File: src/rtl/eth_pkg.sv
// Shared types for the Ethernet ingress path: FIFO word layout and framer states.
package eth_pkg;
  localparam int ETH_WORD_W = 34;

  typedef struct packed {
    logic        eop;
    logic        sop;
    logic [31:0] data;
  } eth_word_t;

  typedef enum logic [1:0] {
    IDLE    = 2'd0,
    PKT     = 2'd1,
    DISCARD = 2'd2
  } eth_ing_state_e;
endpackage

File: src/rtl/eth_sat_cnt.sv
// Saturating event counter: +1 per cycle i_inc is high, holds at all-ones.
// Registered output, no backpressure; synchronous active-low reset clears it.
module eth_sat_cnt #(
  parameter int W = 16
) (
  input  logic         clk,
  input  logic         resetN,
  input  logic         i_inc,
  output logic [W-1:0] o_cnt
);
  logic [W-1:0] r_cnt;

  always_ff @(posedge clk) begin
    if (!resetN) begin
      r_cnt <= '0;
    end else if (i_inc && (r_cnt != {W{1'b1}})) begin
      r_cnt <= r_cnt + 1'b1;
    end
  end

  assign o_cnt = r_cnt;
endmodule

File: src/rtl/eth_ingress_framer.sv
// Ingress framer: validates framing, caps packet length, drops at SOP when the FIFO lacks room; 2-cycle latency.
// No backpressure (drops instead of stalling). Define ETH_ING_STATS_EN to add pktCnt/dropCnt/truncCnt.
module eth_ingress_framer
  import eth_pkg::*;
#(
  parameter int MAX_WORDS  = 16,
  parameter int FIFO_DEPTH = 32,
  parameter int CNT_W      = 16
) (
  input  logic                          clk,
  input  logic                          resetN,
  input  logic [31:0]                   inData,
  input  logic                          inSop,
  input  logic                          inEop,
  input  logic [$clog2(FIFO_DEPTH):0]   fifoFree,
  output logic                          outWrEn,
  output logic [ETH_WORD_W-1:0]         outData,
  output logic                          dropPulse,
  output logic                          truncPulse
`ifdef ETH_ING_STATS_EN
  ,
  output logic [CNT_W-1:0]              pktCnt,
  output logic [CNT_W-1:0]              dropCnt,
  output logic [CNT_W-1:0]              truncCnt
`endif
);
  localparam int FW = $clog2(FIFO_DEPTH) + 1;
  localparam int CW = $clog2(MAX_WORDS + 1);
  // Room for a full packet plus the two words of the previous packet still in the pipe.
  localparam logic [FW-1:0] FREE_MIN = FW'(MAX_WORDS + 2);
  localparam logic [CW-1:0] CNT_MAX  = CW'(MAX_WORDS);

  if (MAX_WORDS < 2 || MAX_WORDS > FIFO_DEPTH - 2 || CNT_W < 1) begin : g_bad_cfg
    $error("eth_ingress_framer: illegal parameter combination");
  end

  eth_ing_state_e r_state, w_state_nxt;
  logic [CW-1:0]  r_cnt, w_cnt_nxt;
  logic           r_s1_vld, w_s1_vld_nxt;
  eth_word_t      r_s1, w_s1_nxt, w_out_word;
  logic           w_new_sop, w_force_eop, w_drop, w_trunc;

  always_comb begin
    w_state_nxt  = r_state;
    w_cnt_nxt    = r_cnt;
    w_s1_vld_nxt = 1'b0;
    w_s1_nxt     = '{eop: inEop, sop: 1'b0, data: inData};
    w_new_sop    = 1'b0;
    w_force_eop  = 1'b0;
    w_drop       = 1'b0;
    w_trunc      = 1'b0;

    case (r_state)
      IDLE: w_new_sop = inSop;
      PKT: begin
        if (inSop) begin
          // Previous packet never saw EOP: close it on the word already in stage 1.
          w_force_eop = 1'b1;
          w_trunc     = 1'b1;
          w_new_sop   = 1'b1;
        end else begin
          w_s1_vld_nxt = 1'b1;
          w_cnt_nxt    = r_cnt + 1'b1;
          if (inEop) begin
            w_state_nxt = IDLE;
          end else if (w_cnt_nxt == CNT_MAX) begin
            w_s1_nxt.eop = 1'b1;
            w_trunc      = 1'b1;
            w_state_nxt  = DISCARD;
          end
        end
      end
      DISCARD: begin
        if (inSop) begin
          w_new_sop = 1'b1;
        end else if (inEop) begin
          w_state_nxt = IDLE;
        end
      end
      default: w_state_nxt = IDLE;
    endcase

    if (w_new_sop) begin
      if (inEop) begin
        w_drop      = 1'b1;
        w_state_nxt = IDLE;
      end else if (fifoFree < FREE_MIN) begin
        w_drop      = 1'b1;
        w_state_nxt = DISCARD;
      end else begin
        w_s1_vld_nxt = 1'b1;
        w_s1_nxt.sop = 1'b1;
        w_cnt_nxt    = CW'(1);
        w_state_nxt  = PKT;
      end
    end
  end

  always_comb begin
    w_out_word     = r_s1;
    w_out_word.eop = r_s1.eop | w_force_eop;
  end

  always_ff @(posedge clk) begin
    if (!resetN) begin
      r_state    <= IDLE;
      r_cnt      <= '0;
      r_s1_vld   <= 1'b0;
      r_s1       <= '0;
      outWrEn    <= 1'b0;
      outData    <= '0;
      dropPulse  <= 1'b0;
      truncPulse <= 1'b0;
    end else begin
      r_state    <= w_state_nxt;
      r_cnt      <= w_cnt_nxt;
      r_s1_vld   <= w_s1_vld_nxt;
      r_s1       <= w_s1_nxt;
      outWrEn    <= r_s1_vld;
      if (r_s1_vld) begin
        outData <= w_out_word;
      end
      dropPulse  <= w_drop;
      truncPulse <= w_trunc;
    end
  end

`ifdef ETH_ING_STATS_EN
  eth_sat_cnt #(.W(CNT_W)) u_pkt_cnt (
    .clk    (clk),
    .resetN (resetN),
    .i_inc  (outWrEn & outData[ETH_WORD_W-1]),
    .o_cnt  (pktCnt)
  );

  eth_sat_cnt #(.W(CNT_W)) u_drop_cnt (
    .clk    (clk),
    .resetN (resetN),
    .i_inc  (dropPulse),
    .o_cnt  (dropCnt)
  );

  eth_sat_cnt #(.W(CNT_W)) u_trunc_cnt (
    .clk    (clk),
    .resetN (resetN),
    .i_inc  (truncPulse),
    .o_cnt  (truncCnt)
  );
`endif
endmodule
File: config.mk
export PLATFORM = sky130hd
export DESIGN_NAME = eth_ingress_framer
export DESIGN_NICKNAME = d
export VERILOG_FILES = /design/src/rtl/eth_pkg.sv /design/src/rtl/eth_sat_cnt.sv /design/src/rtl/eth_ingress_framer.sv
export SDC_FILE = /design/constraint.sdc
export NUM_CORES = 1
export LEC_CHECK = 0
export BUFFER_PORTS_ARGS = -buffer_cell sky130_fd_sc_hd__buf_2
export CORE_UTILIZATION = 45
export CTS_CLUSTER_SIZE = 24
export DETAILED_ROUTE_END_ITERATION = 10
export GPL_TIMING_DRIVEN = 0
export PLACE_DENSITY = 0.71
export SYNTH_ARGS = -nofsm -noshare
export SYNTH_HDL_FRONTEND = slang
export SYNTH_SLANG_ARGS = --single-unit
File: constraint.sdc
create_clock -name clk -period 1.58 [get_ports clk]
set_input_delay 0.158 -clock clk [delete_from_list [all_inputs] [get_ports clk]]
set_output_delay 0.158 -clock clk [all_outputs]
set_load 0.05 [all_outputs]
=== Yosys cells after proc, flatten, opt, wreduce, memory -nomap -nowiden ===
Cells that the tools add are included.

* Add/sub/neg operators: 1
* Magnitude comparators: 1
* Equality and inequality tests: 8
* Muxes and demuxes: 31
* Bitwise gates (word level): 3
* Reductions and logical operators: 6

{| class="wikitable"
|+ Operator list
! kind !! count
|-
| $mux W5 || 5
|-
| $mux W1 || 16
|-
| $mux W2 || 8
|-
| $ne A3 B3 Y1 const B || 3
|-
| $lt A6 B5 Y1 const B || 1
|-
| $pmux W2 S3 || 1
|-
| $add A5 B1 Y5 const B || 1
|-
| $eq A5 B5 Y1 const B || 1
|-
| $reduce_and A5 Y1 || 1
|-
| $ne A4 B4 Y1 const B || 1
|-
| $reduce_and A2 Y1 || 2
|-
| $reduce_or A3 Y1 || 1
|-
| $eq A2 B1 Y1 const B || 1
|-
| $eq A2 B2 Y1 const B || 1
|-
| $logic_not A2 Y1 || 1
|-
| $ne A2 B2 Y1 const B || 1
|-
| $not A1 Y1 || 2
|-
| $pmux W1 S2 || 1
|-
| $reduce_or A2 Y1 || 1
|-
| $or A1 B1 Y1 || 1
|}

* Register bits after elaboration: 79
* Word-level logic and storage cells: 60

=== Longest topological paths before layout ===
* Word-level depth: 7
* Depth in mapped cells: 4
* Gate-level depth less buffers: 4

=== Worst setup path after synthesis ===
No wires, ideal clock.

* Path type: register to register
* From: register r_state[0]
* To: register r_cnt[3]
* Setup time: 0.116 ns
* Arrival time: 1.068 ns
* Required time: 1.464 ns
* Setup slack: 0.396 ns
* Stages on the path, launching flop included: 5
* Path buffers: 0
* Period minus slack after synthesis: 1.184 ns
* Path through: dfxtp_1 -> nor3b_4 -> nand4_1 -> xor2_1 -> nor2_1

* Longest elaborated chain between the ends: 5
* Elaborated cells on any way between the ends: 9
* Those cells by class: eq/ne (2); mux (5); reduce/logical (2)

{| class="wikitable"
|+ RTL lines
! element !! line !! text
|-
| start, declared || eth_ingress_framer.sv:37 || <nowiki>eth_ing_state_e r_state, w_state_nxt;</nowiki>
|-
| start signal, assigned || eth_ingress_framer.sv:115 || <nowiki>r_state <= w_state_nxt;</nowiki>
|-
| $eq A2 B1 Y1 || eth_ingress_framer.sv:53 || <nowiki>case (r_state)</nowiki>
|-
| $mux W5 || eth_ingress_framer.sv:53 ||
|-
| $mux W5 || eth_ingress_framer.sv:87 || <nowiki>end else if (fifoFree < FREE_MIN) begin</nowiki>
|-
| $mux W5 || eth_ingress_framer.sv:84 || <nowiki>if (inEop) begin</nowiki>
|-
| $mux W5 * || eth_ingress_framer.sv:83 || <nowiki>if (w_new_sop) begin</nowiki>
|-
| end signal, assigned || eth_ingress_framer.sv:116 || <nowiki>r_cnt <= w_cnt_nxt;</nowiki>
|-
| end, declared || eth_ingress_framer.sv:38 || <nowiki>logic [CW-1:0] r_cnt, w_cnt_nxt;</nowiki>
|}

Mark *: on every way between the ends. The rest lies on a longest branch, timed or not.
A chain may end at the register's enable or synchronous reset.

=== Worst setup path after layout ===
Same ends and word-level chain as after synthesis.

==> results.sh <==
export IMPL_crit_type="register to register"
export IMPL_total_number_of_vias=1848
export IMPL_fin_crit_sh_pct=87.18
export IMPL_highest_layer="met4"
export IMPL_nets=367
export IMPL_synth_distinct_cells=30
export IMPL_power_ir_vdd_worst_uv=562.2
export IMPL_number_of_global_route_vias_before_repair=1778
export IMPL_status="complete, no violations"
export IMPL_worst_ep_required_time_ns=1.81
export IMPL_skew_ns=0.008806
export IMPL_route_detailed_wl_per_inst_um=12.56
export IMPL_async_flop_share_pct=0
export IMPL_worst_r2r_path_depth=4
export IMPL_setup_viol=0
export IMPL_synth_enable_flop_cells=0
export IMPL_htree_num_levels=3
export IMPL_post_drt_via_cell_ratio=4.620
export IMPL_synth_top_area_share_pct=58.14
export IMPL_synth_most_common_cell="sky130_fd_sc_hd__dfxtp_1"
export IMPL_wirelength_met1_mm=2.373
export IMPL_clkTransAtPathRegs_ns=0.08
export IMPL_clkLatencyLatePin_ns=0.34
export IMPL_die_height_um=79.75
export IMPL_num_antenna_cells=0
export IMPL_core_area_mm2=0.005675
export IMPL_clock_tree_root_cell="sky130_fd_sc_hd__clkbuf_8"
export IMPL_slew_headroom_pct=72.76
export IMPL_max_clock_freq_mhz=726.0
export IMPL_finalCriticalPeriod_ns=1.377
export IMPL_dp_cells=384
export IMPL_holdCritPathClass="input port to register"
export IMPL_min_path_cells=2
export IMPL_floorplan_die_width_um=79.75
export IMPL_p_leak_uw=0.001451
export IMPL_yosysSeqAreaShare_pct=58.14
export IMPL_critPathLaunchType="register"
export IMPL_post_cts_resized_instances=0
export IMPL_timing_hold_violations_final=0
export IMPL_tns_ns=0
export IMPL_synth_instances=236
export IMPL_ant_nets=0
export IMPL_max_fo_critical_path=8
export IMPL_drive_above_1_share_pct=30.49
export IMPL_netlist_area_mm2=0.002720
export IMPL_globalRouteOverflowTotal=0
export IMPL_ys_top_cells_by_count="79 x sky130_fd_sc_hd__dfxtp_1, 35 x sky130_fd_sc_hd__nor2b_1, 34 x sky130_fd_sc_hd__mux2i_1"
export IMPL_grt_start_max_net_pins=13
export IMPL_synth_ff_type="sky130_fd_sc_hd__dfxtp_1"
export IMPL_syn2layout_area_growth_pct=24.24
export IMPL_dr_wl_met2_mm=2.228
export IMPL_critical_path_endpoint_type="register"
export IMPL_setup_repair_after_global_routing_missed_its_margin="false"
export IMPL_die_area_mm2=0.006359
export IMPL_postSynthRegisterBits=79
export IMPL_finalWirelength_mm=5.025
export IMPL_syn_mean_instance_area_um2=11.53
export IMPL_antenna_violations_before_repair=0
export IMPL_initial_core_util_pct=47.93
export IMPL_slew_viol_final=0
export IMPL_worst_slew_pin_transition_ns=0.4082
export IMPL_cts_sinks=79
export IMPL_synthesized_net_count=279
export IMPL_crit_arrival_ns=1.60
export IMPL_ranking_of_synthesized_cells_by_area="sky130_fd_sc_hd__dfxtp_1 58%, sky130_fd_sc_hd__mux2i_1 13%, sky130_fd_sc_hd__nor2b_1 8.0%"
export IMPL_gpl_final_weighted_congestion=0.7027
export IMPL_dr_first_iter_drc_count=26
export IMPL_global_route_wire_length_before_repair_mm=8.135
export IMPL_ios=79
export IMPL_power_per_cell_area_mw_per_mm2=1130
export IMPL_wl_met3_um=365
export IMPL_rows=27
export IMPL_gr_usage_all_layers_pct=17.17
export IMPL_hpwl_mm=3.473
export IMPL_cts_tree="done"
export IMPL_synth_top_area_cell="sky130_fd_sc_hd__dfxtp_1"
export IMPL_cts_buffers=9
export IMPL_yosysWarningCount=0
export IMPL_drt_pre_antenna_iters=2
export IMPL_ctsLongestPathBuffers=2
export IMPL_max_capacitance_violation_total=0
export IMPL_drc_errors=0
export IMPL_numPortBuffers=76
export IMPL_finalNonFillerCells=400
==> sequential cells by signal, indices dropped and copies added, names as in the netlist <==
name,flops
r_s1_vld,1
dropPulse,1
truncPulse,1
r_cnt,5
outData,34
r_state,2
outWrEn,1
r_s1,34
==> layout make-up <==
| cell class | count | area (um^2) |
|---|---|---|
| Clock buffer | 11 | 131.4 |
| Fill cell | 538 | 2296 |
| Inverter | 1 | 3.754 |
| Tap cell | 72 | 90.09 |
| Clock inverter | 4 | 47.55 |
| Sequential cell | 79 | 1582 |
| Timing Repair Buffer | 77 | 390.4 |
| Multi-Input combinational cell | 144 | 1084 |
| Buffer | 12 | 51.30 |
==> routing by layer <==
layer  global-route usage (%)  up-vias
met5                        0        -
met2                    26.58       52
met1                    20.94      838
met3                    6.629        5
li1                         -      953
met4                    8.036        0
==> cell families after synthesis <==
| family | count (synthesis) | share of synthesized area (%) |
|---|---|---|
| AND/OR/NAND/NOR | 89 | 21.21 |
| flip-flops | 79 | 58.14 |
| multiplexers | 34 | 12.51 |
| AO/OA/AOI/OAI | 16 | 4.370 |
| buffers and inverters | 13 | 2.024 |
| XOR/XNOR | 4 | 1.288 |
| adder cells (fa/ha/maj) | 1 | 0.4599 |
==> per-stage QoR <==
stage | setup WS [ns] | total power, uW | util [%] | area [um^2] | hold WS, ns
floorplan | 0.3958 | 2360 | - | 2720 | 0.2726
global placement | 0.2499 | 2466 | 56.22 | 3191 | 0.3630
detailed placement | 0.2318 | 2474 | 56.22 | 3191 | 0.3674
CTS | 0.2053 | 3862 | 59.55 | 3379 | 0.003697
global route | 0.1146 | 3985 | 59.55 | 3379 | 0.004255
finish | 0.2025 | 3817 | 59.55 | 3379 | 0.02088
==> cell usage in the layout (no fill, tap or decap), types with 4 or more instances in the layout <==
cell type                  synthesis  routed
sky130_fd_sc_hd__a21oi_1           4       4
sky130_fd_sc_hd__and2_1           33      33
sky130_fd_sc_hd__buf_2             5      81
sky130_fd_sc_hd__clkbuf_1          7       9
sky130_fd_sc_hd__clkbuf_8          0       9
sky130_fd_sc_hd__dfxtp_1          79      79
sky130_fd_sc_hd__mux2i_1          34      34
sky130_fd_sc_hd__nand2_1           4       4
sky130_fd_sc_hd__nor2_1            6       6
sky130_fd_sc_hd__nor2b_1          35      35
sky130_fd_sc_hd__xor2_1            4       4
==> report_power, final <==
group | switching [uW] | leakage, uW | total, uW | internal (uW)
sequential | 30.8 | 0.000648 | 2090 | 2060
combinational | 189 | 0.000714 | 330 | 142
clock | 675 | 0.0000892 | 1390 | 717
total | 894 | 0.00145 | 3820 | 2920
==> path summary, 6_finish.rpt <==
kind,startpoint,endpoint,slack (ns)
max,r_state[0],r_cnt[3],0.20
min,inData[18],r_s1[18],0.02
max reg2reg,r_state[0],r_cnt[3],0.20
min reg2reg,r_s1[9],outData[9],0.49
==> timing repair <==
| item | 4_1_cts | 5_1_grt |
|---|---|---|
| endpoints found under the hold margin | 1 | 0 |
| setup buffers | 0 | 0 |
| hold buffers | 1 | 0 |
==> critical path: stages (launching register included) <==
cell	delay [ns]
sky130_fd_sc_hd__dfxtp_1	0.45
sky130_fd_sc_hd__nor3b_4	0.44
sky130_fd_sc_hd__nand4_1	0.17
sky130_fd_sc_hd__xor2_1	0.16
sky130_fd_sc_hd__nor2_1	0.05
Power figures use the tool's default switching activity.
